## src/rtl/pwm_bank_pkg.sv

```systemverilog
// pwm_bank_pkg: shared mode encoding and default widths for the PWM bank
package pwm_bank_pkg;
  typedef enum logic {MODE_EDGE = 1'b0, MODE_CENTER = 1'b1} mode_e;
  localparam int DEF_NUM_CH = 16;
  localparam int DEF_CNT_W = 8;
  localparam int DEF_PRE_W = 8;
endpackage

```

## src/rtl/pwm_bank_timebase.sv

```systemverilog
// pwm_bank_timebase: prescaler, edge/center counter and period boundary generation
module pwm_bank_timebase
  import pwm_bank_pkg::*;
#(
  parameter int CNT_W = DEF_CNT_W,
  parameter int PRE_W = DEF_PRE_W
) (
  input  logic             clk,
  input  logic             rst,
  input  logic [PRE_W-1:0] prescale_i,
  input  logic [CNT_W-1:0] period_i,
  input  mode_e            mode_i,
  input  logic             load_i,
  output logic [CNT_W-1:0] cnt_o,
  output logic             update_o,
  output logic             period_start_o
);
  logic [PRE_W-1:0] pre_q, pre_d;
  logic [CNT_W-1:0] cnt_q, cnt_d;
  logic down_q, down_d, ps_q, tick, at_top, boundary, update;
  always_comb begin
    tick = pre_q == prescale_i;
    at_top = cnt_q == period_i;
    boundary = tick && (period_i == '0 || (mode_i == MODE_EDGE ? at_top : down_q && cnt_q == '0));
    update = load_i || boundary;
    pre_d = load_i || tick ? '0 : pre_q + PRE_W'(1);
    cnt_d = update ? '0 : !tick ? cnt_q : mode_i == MODE_EDGE ? cnt_q + CNT_W'(1) :
            down_q ? cnt_q - CNT_W'(1) : at_top ? cnt_q : cnt_q + CNT_W'(1);
    down_d = update ? 1'b0 : tick && mode_i == MODE_CENTER && at_top ? 1'b1 : down_q;
  end
  always_ff @(posedge clk) begin
    if (rst) begin
      pre_q <= '0;
      cnt_q <= '0;
      down_q <= 1'b0;
      ps_q <= 1'b0;
    end else begin
      pre_q <= pre_d;
      cnt_q <= cnt_d;
      down_q <= down_d;
      ps_q <= update;
    end
  end
  assign cnt_o = cnt_q;
  assign update_o = update;
  assign period_start_o = ps_q;
endmodule

```

## src/rtl/pwm_bank.sv

```systemverilog
// pwm_bank: multi-channel PWM with shadowed duty/period/mode and a shared timebase
module pwm_bank
  import pwm_bank_pkg::*;
#(
  parameter int NUM_CH = DEF_NUM_CH,
  parameter int CNT_W = DEF_CNT_W,
  parameter int PRE_W = DEF_PRE_W
) (
  input  logic                    clk,
  input  logic                    rst,
  input  logic [NUM_CH-1:0]       out_en,
  input  logic [NUM_CH-1:0]       pwm_en,
  input  logic [NUM_CH*CNT_W-1:0] duty,
  input  logic [CNT_W-1:0]        period,
  input  logic [PRE_W-1:0]        prescale,
  input  logic                    mode,
  input  logic                    load,
  output logic [NUM_CH-1:0]       pwm_out,
  output logic [CNT_W-1:0]        cnt,
  output logic                    period_start
);
  logic [NUM_CH-1:0][CNT_W-1:0] duty_sh_q;
  logic [CNT_W-1:0] period_sh_q;
  mode_e mode_sh_q;
  logic [NUM_CH-1:0] pwm_q, pwm_d;
  logic update;
  pwm_bank_timebase #(.CNT_W(CNT_W), .PRE_W(PRE_W)) u_timebase (
    .clk(clk),
    .rst(rst),
    .prescale_i(prescale),
    .period_i(period_sh_q),
    .mode_i(mode_sh_q),
    .load_i(load),
    .cnt_o(cnt),
    .update_o(update),
    .period_start_o(period_start)
  );
  always_comb begin
    pwm_d = '0;
    for (int i = 0; i < NUM_CH; i++)
      pwm_d[i] = !out_en[i] ? 1'b0 : !pwm_en[i] ? 1'b1 : cnt < duty_sh_q[i];
  end
  always_ff @(posedge clk) begin
    if (rst) begin
      duty_sh_q <= '0;
      period_sh_q <= '0;
      mode_sh_q <= MODE_EDGE;
      pwm_q <= '0;
    end else begin
      pwm_q <= pwm_d;
      if (update) begin
        duty_sh_q <= duty;
        period_sh_q <= period;
        mode_sh_q <= mode_e'(mode);
      end
    end
  end
  assign pwm_out = pwm_q;
endmodule

```

## config.mk

```make
export PLATFORM = sky130hd
export DESIGN_NAME = pwm_bank
export DESIGN_NICKNAME = d
export VERILOG_FILES = /design/src/rtl/pwm_bank_pkg.sv /design/src/rtl/pwm_bank_timebase.sv /design/src/rtl/pwm_bank.sv
export SDC_FILE = /design/constraint.sdc
export NUM_CORES = 1
export LEC_CHECK = 0
export CAP_MARGIN = 10
export CELL_PAD_IN_SITES_DETAIL_PLACEMENT = 0
export CELL_PAD_IN_SITES_GLOBAL_PLACEMENT = 1
export CORE_MARGIN = 2
export CORE_UTILIZATION = 42
export CTS_BUF_LIST = sky130_fd_sc_hd__clkbuf_8
export DETAILED_ROUTE_END_ITERATION = 7
export PLACE_DENSITY_LB_ADDON = 0.1
export REMOVE_ABC_BUFFERS = 1
export SYNTH_ARGS = -nofsm -noshare
export SYNTH_HDL_FRONTEND = slang
export SYNTH_SLANG_ARGS = --single-unit
```

## constraint.sdc

```tcl
create_clock -name clk -period 5 [get_ports clk]
set_input_delay 0.5 -clock clk [delete_from_list [all_inputs] [get_ports clk]]
set_output_delay 0.5 -clock clk [all_outputs]
set_load 0.02 [all_outputs]
```

==> results.cfg <==
[clocking]
h_tree_level_count = 4
cts_setup_buffers = 0
clk_latency_ns = 0.45
clock_tree_from_tritoncts = built
clk_pin_slew_ns = 0.08
clock_tree.root_cell = sky130_fd_sc_hd__clkbuf_8
ctsHoldBuffers = 0
cts_inserted_buffers = 17
ctsLongestPathBuffers = 2
ctsResizeCount = 0
tritoncts_num_sinks = 171

[power]
static-leakage-power_nw = 4.69
vdd_ir_drop_max_mv = 0.135
power_density_nw_per_um2 = 269
total_power_w = 0.00305

[yosys]
synth.cell_area_sq_um = 8650
synth_enable_flop_cells = 0
dominantRegCellSynth = sky130_fd_sc_hd__dfxtp_1
synthesis.area_per_instance_sq_um = 9.62
synth_seq_cells = 171
synthesis.yosys.warnings = 0
share_of_synthesized_flip_flops_with_an_asynchronous_set_or_reset = 0
postSynthCellCount = 900
synth_sequential_area_ratio = 0.396
yosysUniqueCellTypes = 37

[hold_path]
hold_path_class = reg2reg

[layout]
num-nets-final = 1396
drive_gt1_frac = 0.0449
layout.core_utilization = 0.560
syn2layout_area_growth_pct = 30.9
diodes = 0
n_fill_cell = 1882

[floorplanning]
pin_count = 205
initial_core_util = 0.428
die_w_microns = 148
die-height_microns = 148
core.rowCount = 52
dieArea_sq_um = 21800
floorplan.core_area_sq_um = 20200

[timing]
min_period_ns = 3.11
setup_slack_ns = 1.89
setup_total_negative_slack_ns = 0
rsz_0062_raised_after_global_routing = no
slew_headroom = 0.370
post-route-period-util = 0.621
drv_slew = 0
timing.fmax_ghz = 0.322
timing_worst_slew_pin_value_ns = 0.945
finClkSkew_ns = 0.0164
finalSetupViolations = 0
timing.final.hold_violations = 0

[route]
vias_per_cell = 5.01
antenna_left = 0
drc = 0
vias = 6923
detail_route.wirelength_microns = 21800
detailedRoute.firstIterationViolations = 297
route.detailed.wl_per_inst_microns = 15.7
firstDrtPassIters = 6

[grt]
antenna_found_initial = 0
gr-usage-all-layers = 0.203
wire_length_of_the_first_global_routing_pass_microns = 34700
global_route.overflow_total = 0
maximum_number_of_pins_on_one_net_before_global_route_repair = 86
first_global_vias = 6715

[place]
place.gp.congestion = 0.800
pre_cts_slack_ns = 1.84
dp_hpwl_microns = 14700
io_buffers = 204

[setup_path]
worst_path_largest_cell_delay_ns = 0.80
critPathArrivalTime_ns = 3.49
cp-end-kind = flip-flop
timing.critical_path.max_delay_family = simple AND/OR/NAND/NOR gates
timing.critical_path.from_type = flip-flop
worstPathCellList = buf_4, xnor2_1, nand4_1, nor3_1, o21bai_2, and2_4, buf_4, a22o_1
timing.critical_path.required_ns = 5.39
critical_path.slowest_cell = sky130_fd_sc_hd__and2_4
critical_path_class = reg2reg
crit_fanout = 77
worstPathBufferInverterCount = 2
critical_path.most_common_cell = sky130_fd_sc_hd__buf_4

[run_status]
outcome = finished, final reports clean

[run]
drv.max_cap_violation_count = 0
per-layer routing:
metal	vias to the layer above	global-route usage	part of all wire	wire length [microns]
met1	3179	0.289	0.51	11100
met4	0	0.0361	0.0083	180
met2	137	0.322	0.44	9660
met5	-	0	0	0
li1	3597	-	-	-
met3	10	0.0407	0.040	861
area by class of cell:
cell class | instances | area, sq um | area share
clock buffer | 22 | 303 | 0.0267
sequential | 171 | 3420 | 0.302
tap | 270 | 338 | 0.0298
inverter | 133 | 499 | 0.0441
timing repair buffer | 217 | 2140 | 0.189
clock inverter | 10 | 161 | 0.0143
multi-input combinational | 560 | 4460 | 0.394
placed cells by master, fill, tap and decap left out, types with 3 or more instances in the layout:
| cell | n |
|---|---|
| sky130_fd_sc_hd__a211oi_1 | 17 |
| sky130_fd_sc_hd__a21boi_0 | 16 |
| sky130_fd_sc_hd__a21oi_1 | 25 |
| sky130_fd_sc_hd__a22o_1 | 137 |
| sky130_fd_sc_hd__a31oi_1 | 3 |
| sky130_fd_sc_hd__and3_1 | 4 |
| sky130_fd_sc_hd__buf_4 | 13 |
| sky130_fd_sc_hd__bufinv_16 | 4 |
| sky130_fd_sc_hd__clkbuf_8 | 22 |
| sky130_fd_sc_hd__clkdlybuf4s50_1 | 204 |
| sky130_fd_sc_hd__dfxtp_1 | 171 |
| sky130_fd_sc_hd__ha_1 | 116 |
| sky130_fd_sc_hd__inv_1 | 133 |
| sky130_fd_sc_hd__nand2_1 | 23 |
| sky130_fd_sc_hd__nand3_1 | 4 |
| sky130_fd_sc_hd__nor2_1 | 43 |
| sky130_fd_sc_hd__nor2b_1 | 17 |
| sky130_fd_sc_hd__nor4_1 | 7 |
| sky130_fd_sc_hd__o21a_1 | 33 |
| sky130_fd_sc_hd__o21ai_0 | 70 |
| sky130_fd_sc_hd__or3_1 | 7 |
| sky130_fd_sc_hd__xnor2_1 | 11 |
| sky130_fd_sc_hd__xor2_1 | 12 |
worst reg2reg max path, delay by kind of cell, from the launching register on:
kind	cells	cell delay, ns
and+or+nand+nor	3	1.02
DFF	1	0.59
AOI/OAI and AO/OA	2	0.43
buffers and inverters	2	0.90
xor gates and xnor gates	1	0.12
through the flow:
step / hold slack (ns) / cell area [sq um] / std cells
floorplan: 0.436 / 8380 / 864
global placement: 0.452 / 10900 / 1351
detailed placement: 0.454 / 10900 / 1351
CTS: 0.476 / 11300 / 1383
global route: 0.493 / 11300 / 1383
finish: 0.473 / 11300 / 1383
logic make-up (layout without fill, tap and decap cells):
group	count (synthesis)	count (layout)	synth area share
AND/OR/NAND/NOR	116	116	0.0662
buffers and inverters	169	382	0.0889
XOR/XNOR	23	23	0.0233
flip-flops	171	171	0.396
AO/OA/AOI/OAI	305	305	0.258
adder cells (fa/ha/maj)	116	116	0.168
flip-flops by register name, indices dropped and copies added, names as in the netlist:
register                   cells
pwm_out                       16
period_sh_q                    8
mode_sh_q                      1
u_timebase.down_q              1
u_timebase.period_start_o      1
u_timebase.cnt_o               8
duty_sh_q                    128
u_timebase.pre_q               8
power by group:
group / switching (W) / internal [W]
sequential: 0.0000410 / 0.00144
combinational: 0.000177 / 0.000267
clock: 0.000511 / 0.000612
synthesized netlist by cell type (15+ instances only):
cell                       number  area (sq um)
sky130_fd_sc_hd__dfxtp_1      171          3420
sky130_fd_sc_hd__o21ai_0       70           350
sky130_fd_sc_hd__buf_2         15          75.1
sky130_fd_sc_hd__a22o_1       137          1200
sky130_fd_sc_hd__nand2_1       23          86.3
sky130_fd_sc_hd__a21oi_1       25           125
sky130_fd_sc_hd__nor2_1        43           161
sky130_fd_sc_hd__buf_6         15           169
sky130_fd_sc_hd__o21a_1        33           248
sky130_fd_sc_hd__a211oi_1      17           128
sky130_fd_sc_hd__inv_1        132           495
sky130_fd_sc_hd__ha_1         116          1450
sky130_fd_sc_hd__a21boi_0      16           120
sky130_fd_sc_hd__nor2b_1       17           106
final timing paths:
kind	start	endpoint	slack, ns	cells past startpoint
hold reg to reg	duty_sh_q[8]$_SDFFE_PP0P_	duty_sh_q[8]$_SDFFE_PP0P_	0.47	1
setup / recovery	u_timebase.cnt_o[4]$_SDFFE_PP0P_	duty_sh_q[123]$_SDFFE_PP0P_	1.89	8
hold / removal	duty_sh_q[8]$_SDFFE_PP0P_	duty_sh_q[8]$_SDFFE_PP0P_	0.47	1
setup reg to reg	u_timebase.cnt_o[4]$_SDFFE_PP0P_	duty_sh_q[123]$_SDFFE_PP0P_	1.89	8
No activity file was read; power rests on OpenSTA's default activity.
